--- config.mk ---
export PLATFORM = sky130hd
export DESIGN_NAME = hs_sender
export DESIGN_NICKNAME = d
export VERILOG_FILES = /design/src/rtl/hs_sender.sv
export SDC_FILE = /design/constraint.sdc
export NUM_CORES = 1
export LEC_CHECK = 0
export ABC_AREA = 1
export BUFFER_PORTS_ARGS = -buffer_cell sky130_fd_sc_hd__clkbuf_2
export CAP_MARGIN = 20
export CORE_MARGIN = 2
export CORE_UTILIZATION = 44
export DETAILED_ROUTE_END_ITERATION = 7
export HOLD_SLACK_MARGIN = 0.12
export PLACE_DENSITY = 0.83
export RECOVER_POWER = 100
export SYNTH_ARGS = -nofsm -noshare
export SYNTH_HDL_FRONTEND = slang
export SYNTH_SLANG_ARGS = --single-unit
export TNS_END_PERCENT = 1
--- constraint.sdc ---
create_clock -name clk -period 1.65 [get_ports clk]
set_clock_uncertainty 0.2 [all_clocks]
set_input_delay 0.0825 -clock clk [delete_from_list [all_inputs] [get_ports clk]]
set_output_delay 0.0825 -clock clk [all_outputs]
set_load 0.01 [all_outputs]
--- src/rtl/hs_sender.sv ---
// rtl/hs_sender.sv - four-phase req/ack handshake initiator
//
// Purpose: takes a WIDTH-bit word from the clk domain and delivers it to an
// asynchronous consumer over a four-phase req/ack handshake. req and data_out
// come straight from flops, and ack is synchronized before it is used.
//
// Optional feature macro: HS_SENDER_TIMEOUT_EN (per-phase timeout and sticky err).
//
// Ports:
//   clk       in   sole clock, rising edge
//   rst       in   asynchronous active-high reset
//   in_data   in   word to send, captured on accept
//   in_valid  in   local word available
//   in_ready  out  high in IDLE (accept = in_valid & in_ready)
//   req       out  registered request to the far side
//   data_out  out  registered data, held from accept until back in IDLE and beyond
//   ack       in   asynchronous acknowledge from the far side
//   done      out  one-cycle pulse per completed handshake
//   err       out  sticky timeout flag (0 when the timeout is compiled out)

module hs_sender #(
    parameter int WIDTH       = 16,
    parameter int SYNC_STAGES = 2,
    parameter int TIMEOUT     = 255
) (
    input  logic             clk,
    input  logic             rst,
    input  logic [WIDTH-1:0] in_data,
    input  logic             in_valid,
    output logic             in_ready,
    output logic             req,
    output logic [WIDTH-1:0] data_out,
    input  logic             ack,
    output logic             done,
    output logic             err
);

    typedef enum logic [1:0] {
        ST_IDLE = 2'd0,
        ST_REQ  = 2'd1,
        ST_ACKW = 2'd2
    } state_t;

    state_t                 r_state;
    state_t                 w_next;
    logic [SYNC_STAGES-1:0] r_ack_sync;
    logic                   w_ack_s;
    logic                   r_req;
    logic                   r_done;
    logic [WIDTH-1:0]       r_data;
    logic                   w_accept;
    logic                   w_set_err;
    logic                   w_done_set;
    logic                   w_timeout;
    logic                   w_err_q;

    assign w_ack_s  = r_ack_sync[SYNC_STAGES-1];
    assign in_ready = (r_state == ST_IDLE);
    assign req      = r_req;
    assign data_out = r_data;
    assign done     = r_done;

    always_comb begin
        w_next     = r_state;
        w_accept   = 1'b0;
        w_set_err  = 1'b0;
        w_done_set = 1'b0;
        case (r_state)
            ST_IDLE: begin
                if (in_valid) begin
                    w_accept = 1'b1;
                    w_next   = ST_REQ;
                end
            end
            ST_REQ: begin
                // An ack_s already high here still counts as the acknowledge.
                if (w_ack_s) begin
                    w_next = ST_ACKW;
                end else if (w_timeout) begin
                    w_next    = ST_ACKW;
                    w_set_err = 1'b1;
                end
            end
            ST_ACKW: begin
                if (!w_ack_s) begin
                    w_next = ST_IDLE;
                    // err is cleared at accept, so a set err belongs to this transfer.
                    w_done_set = !w_err_q;
                end else if (w_timeout) begin
                    w_set_err = 1'b1;
                end
            end
            default: w_next = ST_IDLE;
        endcase
    end

    always_ff @(posedge clk or posedge rst) begin
        if (rst) begin
            r_state    <= ST_IDLE;
            r_ack_sync <= '0;
            r_req      <= 1'b0;
            r_done     <= 1'b0;
            r_data     <= '0;
        end else begin
            r_ack_sync <= {r_ack_sync[SYNC_STAGES-2:0], ack};
            r_state    <= w_next;
            r_req      <= (w_next == ST_REQ);
            r_done     <= w_done_set;
            if (w_accept) begin
                r_data <= in_data;
            end
        end
    end

`ifdef HS_SENDER_TIMEOUT_EN
    localparam logic [15:0] TO_LAST = 16'(TIMEOUT - 1);

    logic [15:0] r_cnt;
    logic        r_err;

    assign w_timeout = (r_cnt == TO_LAST);
    assign w_err_q   = r_err;
    assign err       = r_err;

    always_ff @(posedge clk or posedge rst) begin
        if (rst) begin
            r_cnt <= '0;
            r_err <= 1'b0;
        end else begin
            // Counter saturates at TO_LAST so a long ACKW wait cannot wrap it.
            if (w_next != r_state) begin
                r_cnt <= '0;
            end else if ((r_state != ST_IDLE) && (r_cnt != TO_LAST)) begin
                r_cnt <= r_cnt + 16'd1;
            end
            if (w_accept) begin
                r_err <= 1'b0;
            end else if (w_set_err) begin
                r_err <= 1'b1;
            end
        end
    end
`else
    logic w_unused_cfg;

    assign w_timeout    = 1'b0;
    assign w_err_q      = 1'b0;
    assign err          = 1'b0;
    assign w_unused_cfg = ^{TIMEOUT, w_set_err};
`endif

endmodule

==> results_dict.tcl <==
set metrics [dict create \
    status "finished clean" \
    n_antenna_cell 0 \
    remaining_drc_errors 0 \
    hold_ws_ns 0.1659 \
    cts-root-buf "clkbuf_4" \
    maxCapViolCount 0 \
    hpwl_microns 1295 \
    dieArea_sq_um 2308 \
    ys_async_sr_fraction_pct 100.0 \
    finish.net_count 166 \
    synth_edf_count 0 \
    wire_per_inst_microns 12.39 \
    syn-instance-count 87 \
    drt_iter0_markers 18 \
    fin_crit_sh_pct 87.87 \
    drive_gt1_share_pct 18.62 \
    viasPerCell 4.659 \
    grt-ovfl-total 0 \
    worstPathRequired_ns 1.65 \
    port_buffers 38 \
    worst-path-stages 4 \
    cpMostUsedCell "nand2_1" \
    grt_pass1_wl_microns 3360 \
    antenna_left 0 \
    dr.pass1.iters 4 \
    syn_avg_cell_area_sq_um 9.808 \
    n_fill_cell 140 \
    fmax_mhz 689.8 \
    setup_tns_ns 0 \
    synth-seq-cells 22 \
    totalWireLength_microns 2107 \
    fin_crit_ns 1.450 \
    holdCritPathClass "reg2reg" \
    finalHoldViolations 0 \
    hold_depth 0 \
    power_leakage_nw 0.6573 \
    rsz0062_at_grt "no" \
    synth_cell_type_count 13 \
    critPathMaxStageDelay_ns 0.44 \
    critPathLaunchType "flop" \
    yosys-top-cells-area "dfrtp_1 (65%), nand2_1 (15%), nand3_1 (9.4%)" \
    synth_area_sq_um 853.3 \
    cts_sinks 22 \
    clock_latency_ns 0.30 \
    first_global_vias 790 \
    core_region_area_sq_um 1783 \
    syn_to_final_growth_pct 48.24 \
    crit_type "reg2reg" \
    setup_viol 0 \
    cp_max_fo 18 \
    critPathSlowestCell "dfrtp_1" \
    worst_slack_ns 0.2002 \
    ctsHtreeMaxLevel 1 \
    ys_seq_area_share_pct 64.52 \
    path_delay_family "simple AND/OR/NAND/NOR gates" \
    cts_tree "yes" \
    arrival_ns 1.44 \
    placementRows 15 \
    num_vias 792 \
    cp.buffers_inverters 0 \
    cp-end-kind "flop" \
    cp_cell_sequence "nor2_4 > nand2_2 > nand2_1 > nand2_1" \
    antenna_found_initial 0 \
    postCtsSetupRepairBufs 0 \
    cellPowerDensity_nw_per_um2 1639 \
    initial_core_util_pct 47.86 \
    place_area_sq_um 1054 \
    reg2regPathDepth 4 \
    syn-num-nets 107 \
    grtUsageTotal_pct 21.21 \
    pre_cts_slack_ns 0.3547 \
    die_x_microns 48.04 \
    ys_top_cells_by_count "nand2_1 (34), dfrtp_1 (22), nand3_1 (16)" \
    yosysMostFrequentCell "nand2_1" \
    grt_max_degree 23 \
    num_io_pins 40 \
    synth_flop_cell "dfrtp_1" \
    cts.repair.resized 0 \
    worstMarginPinSlew_ns 0.5123 \
    cts-buffers-inserted 3 \
    clkSlewWorstSetupHoldPaths_ns 0.12 \
    cts_buffer_depth 2 \
    yosysTopAreaCellShare_pct 64.52 \
    finalMaxSlewViolations 0 \
    yosys_warnings 0 \
    fp.dieH_microns 48.04 \
    synth_top_area_cell "dfrtp_1" \
    vdd_drop_max_mv 0.9799 \
    slew_headroom_pct 65.85 \
    place_congestion 0.6890 \
    final_area_sq_um 1265 \
]
-- worst reg2reg max path: cells and delay by family, from the launching register on --
family | cells | cell delay, ns
and+or+nand+nor | 4 | 0.71
DFF | 1 | 0.44
-- stage by stage --
step / cells / util, % / power (mW)
after floorplan: 87 / - / 1.379
after global placement: 147 / 59.09 / 1.659
after detailed placement: 147 / 59.09 / 1.698
after CTS: 170 / 72.70 / 2.128
after global routing: 170 / 70.95 / 2.225
final: 170 / 70.95 / 2.073
-- cell families after synthesis --
kind of cell           share of synthesized area, %
buffers and inverters                         5.571
DFF                                           64.52
other                                        0.4395
AOI/OAI and AO/OA                             2.053
and+or+nand+nor                               27.42
-- state kept, by name, summed over array words and instances (netlist names) --
name / count
data_out: 16
r_ack_sync: 2
r_state: 2
done: 1
req: 1
-- timing repair --
action                                 4_1_cts  5_1_grt
setup endpoints to repair                    0        0
hold buffers                                19        0
endpoints found under the hold margin       39        0
-- per-layer routing --
layer / global-route usage (%) / part of all wire (%) / wire length, microns
met1: 28.20 / 41 / 864
met3: 1.132 / 3.6 / 75
met2: 35.73 / 54 / 1148
met4: 9.189 / 0.90 / 19
met5: 0 / 0 / 0
-- power by group --
| group | switching [mW] | total [mW] | internal, mW |
|---|---|---|---|
| Combinational | 0.494 | 0.768 | 0.275 |
| Clock | 0.154 | 0.399 | 0.245 |
| Sequential | 0.142 | 0.906 | 0.764 |
-- area by class of cell --
class / count / area (sq um) / area share (%)
flip-flops and latches: 22 / 550.5 / 43.52
repair buffers: 59 / 369.1 / 29.18
multi-input cells: 57 / 250.2 / 19.78
well taps: 25 / 31.28 / 2.473
clock inverters: 1 / 30.03 / 2.374
clock buffers: 3 / 22.52 / 1.780
inverters: 3 / 11.26 / 0.8902
-- layout by cell type (no fill, tap or decap) --
master         instances
nor2_1                 1
a21boi_0               1
o21ai_0                2
dlygate4sd3_1         19
clkbuf_4               3
nor2_4                 1
clkbuf_2              20
bufinv_16              1
inv_1                  3
nand2_2                1
dfrtp_1               22
nand3_1               16
conb_1                 1
clkbuf_1              19
buf_4                  1
nand2_1               34
-- worst paths after layout --
path | startpoint | slack, ns | endpoint
worst max-delay path | r_state[1]$_DFF_PP0_ | 0.20 | data_out[8]$_DFFE_PP0P_
worst min-delay path | r_ack_sync[0]$_DFF_PP0_ | 0.17 | r_ack_sync[1]$_DFF_PP0_
worst max register to register | r_state[1]$_DFF_PP0_ | 0.20 | data_out[8]$_DFFE_PP0P_
worst min register to register | r_ack_sync[0]$_DFF_PP0_ | 0.17 | r_ack_sync[1]$_DFF_PP0_
max in group asynchronous | rst | 0.69 | data_out[10]$_DFFE_PP0P_
min in group asynchronous | rst | 0.22 | req$_DFF_PP0_
No activity file was read; power rests on OpenSTA's default activity.
